**config.mk**
```make
export PLATFORM = sky130hd
export DESIGN_NAME = serial_addsub
export DESIGN_NICKNAME = d
export VERILOG_FILES = /design/src/rtl/serial_arith_pkg.sv /design/src/rtl/piso_reg.sv /design/src/rtl/serial_addsub.sv
export SDC_FILE = /design/constraint.sdc
export NUM_CORES = 1
export LEC_CHECK = 0
export ABC_AREA = 1
export BUFFER_PORTS_ARGS = -buffer_cell sky130_fd_sc_hd__buf_2
export CAP_MARGIN = 0
export CORE_ASPECT_RATIO = 1.4
export CORE_MARGIN = 2
export CORE_UTILIZATION = 55
export DETAILED_ROUTE_END_ITERATION = 6
export HOLD_SLACK_MARGIN = 0.15
export PLACE_DENSITY = 0.87
export SYNTH_ARGS = -nofsm -noshare
export SYNTH_HDL_FRONTEND = slang
export SYNTH_SLANG_ARGS = --single-unit
export TNS_END_PERCENT = 1
```
**constraint.sdc**
```tcl
create_clock -name clk -period 1.6 [get_ports clk]
set_input_delay 0.16 -clock clk [delete_from_list [all_inputs] [get_ports clk]]
set_output_delay 0.16 -clock clk [all_outputs]
set_load 0.05 [all_outputs]
```
**src/rtl/serial_arith_pkg.sv**
```systemverilog
// Shared types and constants for the bit-serial add/subtract datapath.
// Latency: none (declarations only).
// Backpressure: not applicable.
package serial_arith_pkg;

    typedef enum logic [1:0] {
        IDLE  = 2'd0,
        SHIFT = 2'd1,
        DONE  = 2'd2
    } state_t;

    localparam logic MODE_ADD = 1'b0;
    localparam logic MODE_SUB = 1'b1;

    function automatic int cnt_width(input int width);
        return $clog2(width);
    endfunction

endpackage

```
**src/rtl/piso_reg.sv**
```systemverilog
// Parallel-load, shift-right register presenting its LSB as the serial output.
// Latency: load and shift both take effect on the next rising edge.
// Backpressure: none; load has priority over shift.
module piso_reg #(
    parameter int WIDTH = 8
) (
    input  logic             clk,
    input  logic             rst_n,
    input  logic             load,
    input  logic             shift,
    input  logic [WIDTH-1:0] din,
    output logic             sout
);

    logic [WIDTH-1:0] q;

    always_ff @(posedge clk or negedge rst_n) begin
        if (!rst_n) begin
            q <= '0;
        end else if (load) begin
            q <= din;
        end else if (shift) begin
            q <= {1'b0, q[WIDTH-1:1]};
        end
    end

    assign sout = q[0];

endmodule

```
**src/rtl/serial_addsub.sv**
```systemverilog
// Bit-serial A+B / A-B, one bit per clock, LSB first, with carry and signed overflow.
// Latency: done pulses in the cycle after edge WIDTH, counting the start edge as edge 0.
// Backpressure: start is ignored while busy; it is accepted in DONE for back-to-back use.
module serial_addsub
    import serial_arith_pkg::*;
#(
    parameter int WIDTH = 8
) (
    input  logic             clk,
    input  logic             rst_n,
    input  logic             start,
    input  logic             mode,
    input  logic [WIDTH-1:0] A,
    input  logic [WIDTH-1:0] B,
    output logic             busy,
    output logic             done,
    output logic [WIDTH-1:0] sum,
    output logic             cout,
    output logic             ovf
);

    localparam int CW = cnt_width(WIDTH);

    state_t           state;
    state_t           state_nxt;
    logic             load;
    logic             step;
    logic             last;
    logic             sa_bit;
    logic             sb_bit;
    logic             carry;
    logic             fa_sum;
    logic             fa_carry;
    logic [CW-1:0]    cnt;
    logic [WIDTH-1:0] res;
    logic [WIDTH-1:0] res_nxt;
    logic [WIDTH-1:0] sb_load;
    logic [WIDTH-1:0] sum_r;
    logic             cout_r;
    logic             ovf_r;

    // Subtraction is A + ~B + 1: the +1 comes from seeding the carry with mode.
    assign sb_load = (mode == MODE_ADD) ? B : ~B;

    piso_reg #(.WIDTH(WIDTH)) u_sa (
        .clk   (clk),
        .rst_n (rst_n),
        .load  (load),
        .shift (step),
        .din   (A),
        .sout  (sa_bit)
    );

    piso_reg #(.WIDTH(WIDTH)) u_sb (
        .clk   (clk),
        .rst_n (rst_n),
        .load  (load),
        .shift (step),
        .din   (sb_load),
        .sout  (sb_bit)
    );

    always_ff @(posedge clk or negedge rst_n) begin
        if (!rst_n) begin
            state <= IDLE;
        end else begin
            state <= state_nxt;
        end
    end

    always_comb begin
        state_nxt = state;
        load      = 1'b0;
        step      = 1'b0;
        last      = 1'b0;
        case (state)
            IDLE: begin
                if (start) begin
                    load      = 1'b1;
                    state_nxt = SHIFT;
                end
            end
            SHIFT: begin
                step = 1'b1;
                if (cnt == CW'(WIDTH - 1)) begin
                    last      = 1'b1;
                    state_nxt = DONE;
                end
            end
            DONE: begin
                if (start) begin
                    load      = 1'b1;
                    state_nxt = SHIFT;
                end else begin
                    state_nxt = IDLE;
                end
            end
            default: state_nxt = IDLE;
        endcase
    end

    assign fa_sum   = sa_bit ^ sb_bit ^ carry;
    assign fa_carry = (sa_bit & sb_bit) | (carry & (sa_bit ^ sb_bit));
    assign res_nxt  = {fa_sum, res[WIDTH-1:1]};

    // On the MSB step, carry still holds the carry into the MSB.
    always_ff @(posedge clk or negedge rst_n) begin
        if (!rst_n) begin
            carry  <= 1'b0;
            cnt    <= '0;
            res    <= '0;
            sum_r  <= '0;
            cout_r <= 1'b0;
            ovf_r  <= 1'b0;
        end else if (load) begin
            carry <= mode;
            cnt   <= '0;
        end else if (step) begin
            carry <= fa_carry;
            cnt   <= cnt + 1'b1;
            res   <= res_nxt;
            if (last) begin
                sum_r  <= res_nxt;
                cout_r <= fa_carry;
                ovf_r  <= carry ^ fa_carry;
            end
        end
    end

    assign busy = (state == SHIFT);
    assign done = (state == DONE);
    assign sum  = sum_r;
    assign cout = cout_r;
    assign ovf  = ovf_r;

endmodule

```
## Yosys cells after proc, flatten, opt, wreduce, memory -nomap -nowiden

Index checks and enable logic that the tools add are counted.

- Add/subtract/negate cells: 1
- Eq/ne operators: 5
- Multiplexer cells: 18
- Bitwise logic cells: 8
- Reduce and logical (&&, ||, !) cells: 6

Operator list:

| cell | count |
|---|---|
| 8-bit two-way mux | 5 |
| 1-bit two-way mux | 8 |
| 8-bit inverter | 1 |
| 3-bit two-way mux | 2 |
| 2-bit one-hot mux with 3 select lines | 1 |
| 2-bit two-way mux | 2 |
| 2-bit AND reduction | 2 |
| 3-bit by 1-bit adder with 3-bit output, second input constant | 1 |
| 3-bit equality test, second input constant | 1 |
| 3-bit AND reduction | 1 |
| 1-bit XOR | 3 |
| 1-bit AND | 2 |
| 2-bit by 1-bit equality test with 1-bit output, second input constant | 1 |
| 2-bit equality test, second input constant | 1 |
| 2-bit logical NOT | 1 |
| 2-bit by 1-bit inequality test with 1-bit output, second input constant | 1 |
| 2-bit inequality test, second input constant | 1 |
| 2-bit nonzero test | 1 |
| 2-bit OR reduction | 1 |
| 1-bit inverter | 1 |
| 1-bit bitwise OR | 1 |

- Register bits: 40
- Output and inout bits: 12
- Word-level logic and storage cells: 47

## Longest topological paths before layout

Gate-level depths: netlist of run 1.

- Depth in word-level cells: 5
- Gate-level depth with buffers: 7

## Hierarchy

A second synthesis of run 1 with hierarchy kept.

- Cell total of the unflattened synthesis: 195
- Area, all modules: 1,811.7 um^2

By module, submodules not included:

| module | instances | cells each | area an instance (um^2) |
|---|---|---|---|
| serial_addsub | 1 | 109 | 1,058.5 |
| piso_reg | 2 | 43 | 376.6 |

## Worst setup path after synthesis of run 1

Ideal clock, no wire load.

- Path type: flip-flop to output port
- Start: register state[0]
- End: output port done
- Arrival: 1,107 ps
- Required time: 1,440 ps
- Slack: 333 ps
- Stages on the path, launching flop included: 2
- Cells stage by stage: dfrtp_1 nor2_1

- Word-level cells in the longest chain between the ends: 1

RTL lines:

| what | line | source |
|---|---|---|
| start: declaration | serial_addsub.sv:24 | `state_t state;` |
| start signal: assignment | serial_addsub.sv:67 | `state <= state_nxt;` |
| 2-bit equality test | serial_addsub.sv:131 | `assign done = (state == DONE);` |
| end: declaration | serial_addsub.sv:16 | `output logic done,` |

Every way passes these cells.

## Final worst setup path of run 1

- Start: register state[0]
- End: output port busy

- Word-level cells in the longest chain between the ends: 1

RTL lines:

| what | line | source |
|---|---|---|
| 2-bit by 1-bit equality test with 1-bit output | serial_addsub.sv:130 | `assign busy = (state == SHIFT);` |
| end: declaration | serial_addsub.sv:15 | `output logic busy,` |

Every way passes these cells.

==> results of run 1 <==
tightest hold or removal path: cells and delay by family:
kind / cells / cell delay (ns)
and+or+nand+nor: 4 / 0.17
buffers and inverters: 1 / 0.08
final timing paths:
path,startpoint,end
max,state[0],busy
min,A[3],u_sa.q[3]
max reg2reg,state[0],sum[6]
min reg2reg,sum[2],sum[2]
max in group asynchronous,rst_n,sum[2]
min in group asynchronous,rst_n,res[1]
where the power goes:
part           internal (µW)  leakage (µW)  total (µW)  switching, µW
Clock                    623     0.0000654         968            345
Sequential              1430      0.000492        1690            254
Combinational            739      0.000705        2230           1490
Total                   2790       0.00126        4890           2090
repair_timing:
| action | CTS | global route |
|---|---|---|
| gates cloned | 0 | 0 |
| endpoints found under the setup margin | 1 | 1 |
| pin swaps | 0 | 1 |
| endpoints found under the hold margin | 21 | 0 |
| buffers inserted | 0 | 5 |
| gates resized for setup | 1 | 0 |
| hold buffers | 2 | 0 |
per-layer routing:
layer,GRT usage (%),vias to the layer above
met5,0,-
met4,7.692,0
met3,5.488,5
met2,36.04,44
met1,26.19,705
li1,-,775
cells by family (layout without fill, tap and decap cells):
logic type                 count (synthesis)  count (layout)  share of synthesized area [%]
buffers and inverters                     32              74                          8.847
and+or+nand+nor                          132             132                          29.42
AOI/OAI and AO/OA                         22              22                          7.339
xor gates and xnor gates                   2               2                         0.9176
adders and majority gates                  3               3                          2.359
DFF                                       39              39                          51.11
per-stage QoR:
step                total power, µW  utilization (%)
CTS                            4807            66.88
global placement               3733            62.24
finish                         4887            68.00
detailed placement             3825            62.24
global route                   5273            68.00
floorplan                      3412                -
cells in the mapped netlist, drive strengths merged:
| cell | count | area [µm²] |
|---|---|---|
| inv | 24 | 95.10 |
| nor2 | 4 | 30.03 |
| fa | 1 | 20.02 |
| ha | 2 | 25.02 |
| buf | 8 | 73.81 |
| nand2 | 118 | 480.5 |
| a21oi | 1 | 5.000 |
| o21ai | 21 | 135.1 |
| dfrtp | 39 | 975.9 |
| xnor2 | 2 | 17.52 |
| nand3 | 9 | 45.04 |
| or2 | 1 | 6.260 |
area by class of cell:
| type | instances | area [µm²] |
|---|---|---|
| clock buffer | 6 | 72.57 |
| sequential | 39 | 975.9 |
| fill | 267 | 1071 |
| inverter | 24 | 95.09 |
| clock inverter | 2 | 60.06 |
| multi-input combinational | 159 | 764.5 |
| tap | 40 | 50.05 |
| timing repair buffer | 42 | 257.7 |
sequential cells by signal (all words and copies together) (netlist names):
signal and count:
carry 1, u_sb.q 8, cnt 3, sum 8, ovf 1, u_sa.q 8
res 7, cout 1, state 2
==> results.py, run 1 <==
metrics = {
    "floorplanning": {
        "core-area_mm2": 0.003347,
        "die_w_um": 53.80,
        "ios": 32,
        "initial_utilization_pct": 57.05,
        "rows": 25,
        "die-area_mm2": 0.003966,
        "die_y_um": 73.72,
    },
    "route": {
        "routed_wl_um": 3523,
        "met3_length_um": 185,
        "drt-wirelength-per-cell_um": 11.29,
        "vias_per_cell": 4.901,
        "postRouteAntennaNets": 0,
        "routed.top_layer": "met4",
        "wl_met1_um": 1461,
        "drtPass1Iterations": 4,
        "drt-initial-drc-count": 39,
        "wl_met2_um": 1822,
        "drc": 0,
        "vias": 1529,
    },
    "sta": {
        "fin_ws_ns": 0.07292,
        "skew_ns": 0.004921,
        "max_freq_mhz": 654.8,
        "setup_viol_count_final": 0,
        "rsz0062_at_grt": "false",
        "drv_slew": 0,
        "fin_setup_tns_ns": 0,
        "max_slew_margin_pct": 67.63,
        "hold_ws_ns": 0.1504,
        "hold_viol": 0,
        "worst_pin_slew_ns": 0.4856,
        "period_needed_ns": 1.527,
        "period_share_pct": 95.44,
    },
    "worst_setup_path": {
        "cp_slowest_cell": "dfrtp_1",
        "ff2ff_path_depth": 7,
        "max_stage_delay_ns": 0.47,
        "cp_num_buf_inv": 2,
        "critPathLaunchType": "flip-flop",
        "crit_required_ns": 1.44,
        "cp.arrival_ns": 1.37,
        "path_cells": "inv_2, nor2_4, buf_4",
        "ff2ff_setup_slack_ns": 0.19,
        "critPathKind": "reg -> out",
        "path_depth": 3,
        "cp-end-kind": "primary output",
        "critPathMaxFanout": 9,
        "cpLargestDelayFamily": "flip-flops",
    },
    "grt": {
        "grt_max_degree": 23,
        "track_usage_pct": 21.52,
        "antenna_found_initial": 0,
        "grt_pass1_wl_um": 6203,
        "grt_pass1_vias": 1458,
        "grt_overflow": 0,
    },
    "min_path": {
        "hp-class": "in -> reg",
        "whs_path_depth": 5,
    },
    "clock_network": {
        "clock_path_buffers": 2,
        "clock_latency_ns": 0.29,
        "numCtsBuffers": 5,
        "clk_pin_slew_ns": 0.08,
        "cts_root_buf": "clkbuf_8",
        "clock-sinks": 39,
        "cts_tree": "yes",
        "h-tree-depth": 2,
    },
    "final_layout": {
        "n_antenna_cell": 0,
        "drive_above_1_share_pct": 23.90,
        "layout_common_cells": "nand2_1 (114), dfrtp_1 (39), buf_2 (30), inv_1 (21), o21ai_0 (12)",
        "layout.nets": 294,
        "syn_to_final_growth_pct": 19.20,
        "final_cells": 312,
        "finalInstanceArea_mm2": 0.002276,
        "final_common_cell": "nand2_1",
    },
    "synth": {
        "syn_nets": 253,
        "ys_seq_area_share_pct": 51.11,
        "netlist_instances": 230,
        "synth-seq-cells": 39,
        "synthDistinctLibCells": 22,
        "ys.warnings.count": 0,
        "syn-cell-area_mm2": 0.001909,
        "postSynthAreaPerCell_um2": 8.301,
    },
    "place": {
        "gp_congestion": 0.7239,
        "placed_area_mm2": 0.002083,
        "io_buffers": 31,
        "placed_cells": 297,
        "dp_hpwl_um": 2467,
        "post-place-ws_ns": 0.2858,
    },
    "run_status": {
        "status": "complete, no violations",
    },
    "pwr": {
        "ir_drop_mv": 1.243,
        "p_per_area_mw_per_mm2": 2147,
        "power.leakage_uw": 0.001262,
    },
    "job": {
        "cap_violations": 0,
    },
}
(Power assumes the default switching activity.)
==> run 2: changes to the inputs <==
Settings changed: PLACE_DENSITY 0.87 to default, PLACE_DENSITY_LB_ADDON from default to 0.05.
==> run 2 against run 1 <==
Compared with the run above: combinational power down 3%; routed wire length down 1.8%; cell count down 0.64%; flip-flop and latch count unchanged; design area down 0.55%; clock-buffer cell count unchanged; register-to-register slack better by 0.09 ns; critical endpoint unchanged; highest routed layer unchanged.
==> results.py, run 2 (synthesized netlist as in run 1, its figures left out) <==
metrics = {
    "floorplanning": {
        "die_w_um": 53.80,
        "ios": 32,
        "die-area_mm2": 0.003966,
        "die_y_um": 73.72,
        "core-area_mm2": 0.003347,
        "rows": 25,
        "initial_utilization_pct": 57.05,
    },
    "min_path": {
        "hp-class": "in -> reg",
        "hp-start": "A[3]",
        "hold_end": "u_sa.q[3]",
        "whs_path_depth": 5,
    },
    "worst_setup_path": {
        "crit_required_ns": 1.44,
        "cp.arrival_ns": 1.24,
        "r2r_start": "state[0]",
        "critPathLaunch": "state[0]",
        "critPathLaunchType": "flip-flop",
        "critPathMaxFanout": 5,
        "cp-end-kind": "primary output",
        "r2r_end": "sum[6]",
        "ff2ff_path_depth": 7,
        "critPathKind": "reg -> out",
        "ff2ff_setup_slack_ns": 0.28,
    },
    "clock_network": {
        "clk_pin_slew_ns": 0.07,
        "clock-sinks": 39,
        "clock_latency_ns": 0.28,
        "numCtsBuffers": 5,
        "cts_root_buf": "clkbuf_8",
        "cts_tree": "yes",
        "h-tree-depth": 2,
        "clock_path_buffers": 2,
    },
    "place": {
        "io_buffers": 31,
        "gp_congestion": 0.7397,
        "placed_area_mm2": 0.002088,
        "dp_hpwl_um": 2419,
    },
    "sta": {
        "rsz0062_at_grt": "false",
        "skew_ns": 0.003920,
        "period_needed_ns": 1.404,
        "max_slew_margin_pct": 72.04,
        "worst_pin_slew_ns": 0.4194,
        "hold_viol": 0,
        "period_share_pct": 87.72,
        "drv_slew": 0,
        "max_freq_mhz": 712.5,
        "fin_setup_tns_ns": 0,
        "setup_viol_count_final": 0,
    },
    "final_layout": {
        "finalInstanceArea_mm2": 0.002263,
        "fin_util_pct": 67.63,
        "layout.nets": 292,
        "n_antenna_cell": 0,
        "final_common_cell": "nand2_1",
        "drive_above_1_share_pct": 22.96,
        "layout_common_cells": "nand2_1 (114), dfrtp_1 (39), buf_2 (30), inv_1 (21), o21ai_0 (12)",
        "syn_to_final_growth_pct": 18.55,
    },
    "route": {
        "drt-initial-drc-count": 46,
        "vias_per_cell": 4.832,
        "drt-wirelength-per-cell_um": 11.15,
        "postRouteAntennaNets": 0,
        "drc": 0,
        "vias": 1498,
        "drtPass1Iterations": 4,
        "routed_wl_um": 3458,
    },
    "grt": {
        "track_usage_pct": 21.44,
        "antenna_found_initial": 0,
        "grt_pass1_wl_um": 6189,
        "grt_max_degree": 24,
        "grt_pass1_vias": 1455,
        "grt_overflow": 0,
    },
    "run_status": {
        "status": "complete, no violations",
    },
    "pwr": {
        "ir_drop_mv": 1.345,
        "p_per_area_mw_per_mm2": 2064,
        "power.leakage_uw": 0.001252,
    },
    "job": {
        "cap_violations": 0,
    },
}
==> run 2: power breakdown <==
part           internal [µW]  switching, µW  total, µW
combinational            693           1470       2160
sequential              1430            252       1680
clock                    504            326        830
==> run 2: routing by layer <==
| layer | part of all wire [%] | routed length, µm | GRT usage [%] | vias to the layer above |
|---|---|---|---|---|
| li1 | - | - | - | 776 |
| met1 | 44 | 1507 | 25.03 | 683 |
| met2 | 51 | 1772 | 37.80 | 32 |
| met3 | 3.5 | 120 | 3.049 | 7 |
| met4 | 1.6 | 57 | 9.117 | 0 |
| met5 | 0 | 0 | 0 | - |
==> run 2: worst max-delay path, cell delays in order (launching register included) <==
cell and delay (ns):
dfrtp_1 0.45, inv_2 0.11, nor2_4 0.17, buf_4 0.22
==> run 2: cell type report <==
cell class,instances,area [µm²]
fillers,305,1084
flip-flops and latches,39,975.9
multi-input cells,159,764.5
repair buffers,40,260.3
inverters,24,95.09
clock buffers,6,82.58
well taps,40,50.05
clock inverters,2,35.03
==> run 2: through the flow <==
step	setup slack (ns)	power [µW]	hold slack, ns	cells
floorplan	0.3328	3412	-0.1356	230
global placement	0.3067	3773	0.1142	296
detailed placement	0.2669	3824	0.1176	296
CTS	0.04399	4696	0.1524	308
global route	0.1294	5116	0.1679	310
finish	0.1964	4672	0.1530	310
==> run 2: what timing repair did <==
item,4_1_cts,5_1_grt
gates resized for setup,1,0
setup endpoints to repair,1,1
setup buffers,0,2
hold endpoints to repair,19,0
gates cloned,0,0
pin swaps,0,1
hold buffers,4,0
==> run 2: how the worst max path moves through the flow <==
stage / cells past startpoint / slack (ns) / end
2_1_floorplan: 1 / 0.33 / done
3_3_place_gp: 6 / 0.31 / sum[7]
3_5_place_dp: 6 / 0.27 / sum[6]
4_1_cts: 3 / 0.04 / busy
5_1_grt: 3 / 0.13 / busy
6_report: 3 / 0.20 / busy
==> run 3: changes to the inputs <==
--- a/config.mk
+++ b/config.mk
@@ -7,5 +7,5 @@
 export LEC_CHECK = 0
 export ABC_AREA = 1
-export BUFFER_PORTS_ARGS = -buffer_cell sky130_fd_sc_hd__buf_2
+export BUFFER_PORTS_ARGS = -buffer_cell sky130_fd_sc_hd__buf_4
 export CAP_MARGIN = 0
 export CORE_ASPECT_RATIO = 1.4
@@ -15,4 +15,5 @@
 export HOLD_SLACK_MARGIN = 0.15
 export PLACE_DENSITY_LB_ADDON = 0.05
+export RECOVER_POWER = 25
 export SYNTH_ARGS = -nofsm -noshare
 export SYNTH_HDL_FRONTEND = slang
==> constraint.sdc (replaced) <==
create_clock -name clk -period 1.6 [get_ports clk]
set_input_delay 0.16 -clock clk [delete_from_list [all_inputs] [get_ports clk]]
set_output_delay 0.16 -clock clk [all_outputs]
set_load 0.02 [all_outputs]
==> run 3 against run 2 <==
Compared with the run above: design area increased by 2.9%; setup slack got worse by 0.082 ns; flip-flop and latch count unchanged; first-iteration DRC count increased by 20%; combinational power decreased by 10%.
==> results.py, run 3 (synthesized netlist as in run 1, its figures left out) <==
metrics = {
    "grt": {
        "antenna_found_initial": 0,
        "grt_max_degree": 40,
        "grt_pass1_wl_um": 6106,
        "grt_pass1_vias": 1451,
        "track_usage_pct": 21.40,
        "grt_overflow": 0,
    },
    "floorplanning": {
        "core-area_mm2": 0.003347,
        "die_w_um": 53.80,
        "initial_utilization_pct": 57.05,
        "rows": 25,
        "die-area_mm2": 0.003966,
        "die_y_um": 73.72,
        "ios": 32,
    },
    "min_path": {
        "hp-class": "in -> reg",
    },
    "clock_network": {
        "clock-sinks": 39,
        "cts_resized": 0,
        "clock_latency_ns": 0.29,
        "clk_pin_slew_ns": 0.07,
        "cts_tree": "yes",
        "numCtsBuffers": 5,
        "h-tree-depth": 2,
        "clock_path_buffers": 2,
        "cts_root_buf": "clkbuf_8",
    },
    "route": {
        "drtPass1Iterations": 4,
        "postRouteAntennaNets": 0,
        "routed_wl_um": 3556,
        "drt-wirelength-per-cell_um": 11.47,
        "drc": 0,
        "vias": 1516,
        "drt-initial-drc-count": 55,
        "vias_per_cell": 4.890,
    },
    "sta": {
        "hold_viol": 0,
        "max_slew_margin_pct": 35.99,
        "setup_viol_count_final": 0,
        "max_freq_mhz": 673.0,
        "fin_setup_tns_ns": 0,
        "hold_ws_ns": 0.1520,
        "drv_slew": 0,
        "period_share_pct": 92.87,
        "skew_ns": 0.006808,
        "rsz0062_at_grt": "false",
        "period_needed_ns": 1.486,
        "worst_pin_slew_ns": 0.9602,
        "fin_ws_ns": 0.1141,
    },
    "final_layout": {
        "layout.nets": 292,
        "fill_cells": 288,
        "syn_to_final_growth_pct": 21.95,
        "drive_above_1_share_pct": 22.22,
        "n_antenna_cell": 0,
        "fin_util_pct": 69.57,
        "final_common_cell": "nand2_1",
        "layout_common_cells": "nand2_1 (114), dfrtp_1 (39), buf_4 (32), inv_1 (21), o21ai_0 (12)",
    },
    "pwr": {
        "ir_drop_mv": 1.259,
        "total_power_uw": 4470,
        "p_per_area_mw_per_mm2": 1920,
        "power.leakage_uw": 0.001266,
    },
    "place": {
        "gp_congestion": 0.7266,
        "io_buffers": 31,
        "dp_hpwl_um": 2445,
        "post-place-ws_ns": 0.3044,
    },
    "worst_setup_path": {
        "crit_top_cell": "buf_4",
        "cp.arrival_ns": 1.33,
        "cp-end-kind": "primary output",
        "critPathKind": "reg -> out",
        "cp_slowest_cell": "dfrtp_1",
        "max_stage_delay_ns": 0.46,
        "critPathMaxFanout": 11,
        "path_cells": "inv_2, nor2_4, buf_4, buf_4",
        "critPathLaunchType": "flip-flop",
        "cp_num_buf_inv": 3,
        "cpLargestDelayFamily": "flip-flops",
        "crit_required_ns": 1.44,
    },
    "job": {
        "cap_violations": 0,
    },
    "run_status": {
        "status": "complete, no violations",
    },
}
[run 3: final timing paths]
check | from | endpoint | slack (ns) | cells past startpoint
setup / recovery | state[0] | busy | 0.11 | 4
hold / removal | A[6] | u_sa.q[6] | 0.15 | 4
setup reg to reg | cnt[0] | sum[0] | 0.30 | 7
hold reg to reg | res[1] | sum[0] | 0.48 | 2
max in group asynchronous | rst_n | res[2] | 0.46 | 2
min in group asynchronous | rst_n | state[0] | 0.55 | 2
[run 3: area by class of cell]
| type | instances | area (µm²) | area share, % |
|---|---|---|---|
| Tap cell | 40 | 50.05 | 2.149 |
| Clock buffer | 6 | 82.58 | 3.546 |
| Multi-Input combinational cell | 159 | 764.5 | 32.83 |
| Clock inverter | 2 | 35.03 | 1.505 |
| Timing Repair Buffer | 40 | 325.3 | 13.97 |
| Sequential cell | 39 | 975.9 | 41.91 |
| Inverter | 24 | 95.09 | 4.084 |
[run 3: repair_timing]
item	CTS	global route
setup buffers	0	0
hold buffers	6	0
endpoints found under the setup margin	0	0
hold endpoints to repair	44	0
[run 3: stage by stage]
step | std cells | area [µm²]
after detailed placement | 296 | 2153
after global placement | 296 | 2153
after global routing | 310 | 2328
final | 310 | 2328
after CTS | 310 | 2331
after floorplan | 230 | 1909
[run 3: power breakdown]
part	total, µW	internal [µW]	switching [µW]
combinational	1940	748	1190
clock	840	504	335
sequential	1690	1430	264
[run 3: worst min-delay path, delay by kind of cell]
kind	cells	cell delay (ns)
buffers and inverters	1	0.07
and+or+nand+nor	3	0.18
[run 3: metal layers]
layer	track usage, %	part of all wire, %	vias to the layer above
met5	0	0	-
met4	9.687	2.1	0
met3	5.081	3.5	7
met2	36.04	50	30
met1	25.07	44	707
li1	-	-	772
